<file path="src/rtl/seq_uart_tx_pkg.sv">
// Shared sequencer/UART definitions: datapath width, UART defaults and state encoding.
package seq_uart_tx_pkg;

  localparam int seq_dp_width   = 8;
  localparam int UART_CLK_DIV   = 868;
  localparam int UART_STOP_BITS = 1;

  typedef enum logic [1:0] {
    IDLE  = 2'd0,
    START = 2'd1,
    DATA  = 2'd2,
    STOP  = 2'd3
  } uart_state_t;

endpackage

</file>
<file path="src/rtl/seq_uart_baud.sv">
// Bit-period timer: counts 0..CLK_DIV-1 while enabled and flags the final cycle of each bit.
module seq_uart_baud
  import seq_uart_tx_pkg::*;
#(
  parameter int CLK_DIV = UART_CLK_DIV
) (
  input  logic clk,
  input  logic rst,
  input  logic clear,
  input  logic enable,
  output logic tick,
  output logic pre_tick
);

  localparam int CNT_W = $clog2(CLK_DIV);
  localparam logic [CNT_W-1:0] LAST      = CNT_W'(CLK_DIV - 1);
  localparam logic [CNT_W-1:0] NEXT_LAST = CNT_W'(CLK_DIV - 2);

  logic [CNT_W-1:0] cnt;

  always_ff @(posedge clk) begin
    if (!rst) begin
      cnt <= '0;
    end else if (clear) begin
      cnt <= '0;
    end else if (enable) begin
      cnt <= (cnt == LAST) ? '0 : cnt + 1'b1;
    end
  end

  // pre_tick lets a consumer register an output that must line up with tick
  assign tick     = enable && (cnt == LAST);
  assign pre_tick = enable && (cnt == NEXT_LAST);

endmodule

</file>
<file path="src/rtl/seq_uart_tx.sv">
// UART transmitter for the sequencer send interface: start bit, LSB-first data, stop bit(s).
module seq_uart_tx
  import seq_uart_tx_pkg::*;
#(
  parameter int DATA_W    = seq_dp_width,
  parameter int CLK_DIV   = UART_CLK_DIV,
  parameter int STOP_BITS = UART_STOP_BITS
) (
  input  logic              clk,
  input  logic              rst,
  input  logic [DATA_W-1:0] i_tx_data,
  input  logic              i_tx_valid,
  output logic              o_tx_busy,
  output logic              o_txd,
  output logic              o_tx_done
);

  localparam int BIT_W = $clog2(DATA_W);
  localparam logic [BIT_W-1:0] BIT_LAST  = BIT_W'(DATA_W - 1);
  localparam logic             STOP_LAST = 1'(STOP_BITS - 1);

  uart_state_t       state;
  logic [DATA_W-1:0] shift_reg;
  logic [BIT_W-1:0]  bit_cnt;
  logic              stop_cnt;
  logic              accept;
  logic              tick;
  logic              pre_tick;

  assign accept = (state == IDLE) && i_tx_valid;

  seq_uart_baud #(
    .CLK_DIV (CLK_DIV)
  ) u_baud (
    .clk      (clk),
    .rst      (rst),
    .clear    (accept),
    .enable   (state != IDLE),
    .tick     (tick),
    .pre_tick (pre_tick)
  );

  // Outputs are loaded one edge ahead of the bit they describe, so the line never glitches
  always_ff @(posedge clk) begin
    if (!rst) begin
      state     <= IDLE;
      shift_reg <= '0;
      bit_cnt   <= '0;
      stop_cnt  <= 1'b0;
      o_txd     <= 1'b1;
      o_tx_busy <= 1'b0;
      o_tx_done <= 1'b0;
    end else begin
      o_tx_done <= 1'b0;
      unique case (state)
        IDLE: begin
          if (i_tx_valid) begin
            shift_reg <= i_tx_data;
            state     <= START;
            o_txd     <= 1'b0;
            o_tx_busy <= 1'b1;
          end
        end
        START: begin
          if (tick) begin
            state <= DATA;
            o_txd <= shift_reg[0];
          end
        end
        DATA: begin
          if (tick) begin
            shift_reg <= shift_reg >> 1;
            if (bit_cnt == BIT_LAST) begin
              bit_cnt <= '0;
              state   <= STOP;
              o_txd   <= 1'b1;
            end else begin
              bit_cnt <= bit_cnt + 1'b1;
              o_txd   <= shift_reg[1];
            end
          end
        end
        STOP: begin
          // done must land in the final cycle, so it is armed one cycle early
          if (pre_tick && (stop_cnt == STOP_LAST)) begin
            o_tx_done <= 1'b1;
          end
          if (tick) begin
            if (stop_cnt == STOP_LAST) begin
              stop_cnt  <= 1'b0;
              state     <= IDLE;
              o_tx_busy <= 1'b0;
            end else begin
              stop_cnt <= stop_cnt + 1'b1;
            end
          end
        end
        default: state <= IDLE;
      endcase
    end
  end

endmodule

</file>
<file path="config.mk">
export PLATFORM = sky130hd
export DESIGN_NAME = seq_uart_tx
export DESIGN_NICKNAME = d
export VERILOG_FILES = /design/src/rtl/seq_uart_tx_pkg.sv /design/src/rtl/seq_uart_baud.sv /design/src/rtl/seq_uart_tx.sv
export SDC_FILE = /design/constraint.sdc
export NUM_CORES = 1
export LEC_CHECK = 0
export CAP_MARGIN = 20
export CORE_AREA = 2 2 58 60
export CTS_BUF_LIST = sky130_fd_sc_hd__clkbuf_4 sky130_fd_sc_hd__clkbuf_8
export DETAILED_ROUTE_END_ITERATION = 8
export DIE_AREA = 0 0 60 62
export PLACE_DENSITY = 0.66
export RECOVER_POWER = 100
export SETUP_SLACK_MARGIN = 0.4
export SYNTH_ARGS = -nofsm -noshare
export SYNTH_HDL_FRONTEND = slang
export SYNTH_SLANG_ARGS = --single-unit
</file>
<file path="constraint.sdc">
create_clock -name clk -period 2.7 [get_ports clk]
set_input_delay 0.405 -clock clk [delete_from_list [all_inputs] [get_ports clk]]
set_output_delay 0.405 -clock clk [all_outputs]
set_load 0.01 [all_outputs]
</file>
==> results.yml <==
outcome:
  status: "complete, no violations"
critical_path:
  cp.depth: 7
  crit_chain: "inv_1 > ha_1 > or4b_1 > o41ai_4 > buf_2 > a21oi_1 > a311oi_2"
  reg2regPathDepth: 7
  path_max_fanout: 7
  start_kind: "flip-flop"
  slowest_stage: "or4b_1"
  endpoint: "shift_reg[3]$_SDFFE_PN0P_"
  cp_top_family: "compound AO/OA/AOI/OAI gates"
  startpoint: "state[0]$_SDFFE_PN0P_"
  max_stage_delay_ps: 610
  r2r_start: "state[0]$_SDFFE_PN0P_"
  cp.required_ps: 2950
  critical_path_class: "flip-flop to flip-flop"
  path_buf_inv: 2
  reg2reg_to: "shift_reg[3]$_SDFFE_PN0P_"
  regToRegSetupSlack_ps: 420
  critPathCaptureType: "flip-flop"
  crit_arrival_ps: 2530
final_layout:
  multi_input_area_um2: 821
  diodes: 0
  utilization: 0.519
  regArea_um2: 524
  nNetsFinal: 193
  layout-drive-gt1-share: 0.129
  syn_to_final_growth_pct: 17.9
  num-fill-cells: 306
  layout_commonest_cell: "dfxtp_1"
  mostFrequentLayoutCells: "dfxtp_1, nor2_1, mux2i_1, a21oi_1, clkdlybuf4s50_1"
  largest_reg_flops: 10
power:
  p_leak_uw: 0.000611
  power_density_nw_per_um2: 726
  ir_drop_mv: 0.359
placement:
  numPortBuffers: 13
  place_congestion: 0.810
  place_hpwl_um: 1940
  dp_slack_ps: 456
routing:
  first_iter_violations: 41
  firstDrtPassIters: 4
  drc: 0
  ant_nets: 0
  vias_per_cell: 5.24
  vias: 1137
  drt-total-wl_um: 2810
  detail_route.wl_per_cell_um: 13.0
logic_synthesis:
  synth_cell_types: 37
  synth_seq_cells: 26
  synth_async_sr_flop_share: 0
  synth_cells: 152
  synth_edf_count: 0
  synth_fp_nets: 172
  ys_warn_count: 0
  synth_top_flop_cell: "dfxtp_1"
  synth_area_per_cell_um2: 9.21
  syn-cell-area_um2: 1400
  seq_area_frac_synth: 0.372
run:
  cap_violations: 0
grt:
  grt.overflow.total: 0
  grt_pass1_wl_um: 4550
  first_global_vias: 1061
  grt_max_degree: 17
  gr-usage-all-layers: 0.163
  antenna_found_initial: 0
floorplanning:
  core_um2: 3180
  die_w_um: 60
  die-area_um2: 3720
  initial_core_util: 0.440
  ios: 14
  die_h_um: 62
  rows: 21
sta:
  finalCriticalPeriod_ps: 2280
  rsz0062_at_grt: "true"
  worstMarginPinSlew_ps: 516
  holdWs_ps: 500
  layout_setup_ws_ps: 421
  setup_viol: 0
  fmax_mhz: 439
  final-hold-violation-count: 0
  fin_tns_setup_ps: 0
  final.period_utilization: 0.844
  slew_violations: 0
  worst_clock_skew_ps: 5.26
  max_slew_margin: 0.653
clock_network:
  ctsHtreeMaxLevel: 1
  tritoncts: "built"
  cts_hold_buf: 0
  clock_path_buffers: 2
  cts-buffers-inserted: 3
  clk_latency_ps: 320
  cts_root_buffer: "clkbuf_4"
  cts.sinks: 26
  cts.clk_slew.worst_paths_ps: 140
hold_path:
  hp-class: "flip-flop to flip-flop"
==> worst reg2reg max path, delay by kind of cell, from the launching register on <==
kind | cells | cell delay [ps]
DFF | 1 | 410
buffers and inverters | 2 | 350
AOI/OAI and AO/OA | 3 | 630
and+or+nand+nor | 1 | 610
adders and majority gates | 1 | 220
==> where the power goes <==
part	switching (µW)	internal, µW	total [µW]
registers	50.4	458	508
logic	267	259	525
clock network	112	52.3	164
total	429	769	1200
==> Yosys cell counts (3+ instances only) <==
library cell / instances / area (µm²)
xor2_1: 5 / 43.8
dfxtp_1: 26 / 521
clkbuf_1: 3 / 11.3
a21oi_1: 11 / 55.1
o21ai_0: 5 / 25.0
xnor2_1: 4 / 35.0
mux2i_1: 11 / 110
a311oi_1: 5 / 43.8
nand2_1: 9 / 33.8
nor2_1: 18 / 67.6
nand3_1: 4 / 20.0
nand4_1: 4 / 25.0
inv_1: 8 / 30.0
ha_1: 9 / 113
==> layer usage <==
metal	GRT usage	wire, µm	vias up
met4	0.0762	55	0
met3	0.0248	73	6
met1	0.203	1290	528
met5	0	0	-
li1	-	-	585
met2	0.276	1390	18
==> stage by stage <==
| stage | instance area [µm²] | total power, µW | std cells |
|---|---|---|---|
| after detailed placement | 1590 | 980 | 209 |
| final | 1650 | 1200 | 217 |
| after CTS | 1610 | 1150 | 212 |
| after floorplan | 1400 | 860 | 152 |
| after global routing | 1650 | 1290 | 217 |
| after global placement | 1590 | 961 | 209 |
==> worst min-delay path by stage <==
stage | startpoint | endpoint | slack, ps | cells after the start
after CTS | o_tx_busy$_SDFFE_PN0P_ | o_tx_busy$_SDFFE_PN0P_ | 520 | 2
after global routing | state[1]$_SDFFE_PN0P_ | state[1]$_SDFFE_PN0P_ | 530 | 2
after detailed placement | o_tx_busy$_SDFFE_PN0P_ | o_tx_busy$_SDFFE_PN0P_ | 500 | 2
after floorplan | bit_cnt[1]$_SDFFE_PN0P_ | bit_cnt[1]$_SDFFE_PN0P_ | 460 | 2
after global placement | bit_cnt[2]$_SDFFE_PN0P_ | bit_cnt[2]$_SDFFE_PN0P_ | 480 | 2
final | state[1]$_SDFFE_PN0P_ | state[1]$_SDFFE_PN0P_ | 500 | 2
==> kinds of logic after synthesis <==
logic type	synth area share
compound gates	0.150
xor+xnor	0.0563
simple gates	0.219
fa+ha+maj	0.0804
buf+inv	0.0438
mux	0.0786
flops	0.372
==> final cells by class <==
class / instances / area share
well taps: 46 / 0.0349
inverters: 8 / 0.0182
multi-input cells: 112 / 0.497
clock buffers: 3 / 0.0136
repair buffers: 22 / 0.118
flip-flops and latches: 26 / 0.318
==> repair_timing <==
action / 4_1_cts / 5_1_grt
setup buffers: 0 / 4
endpoints found under the setup margin: 0 / 21
gates resized for setup: 0 / 9
(Power assumes the default switching activity.)
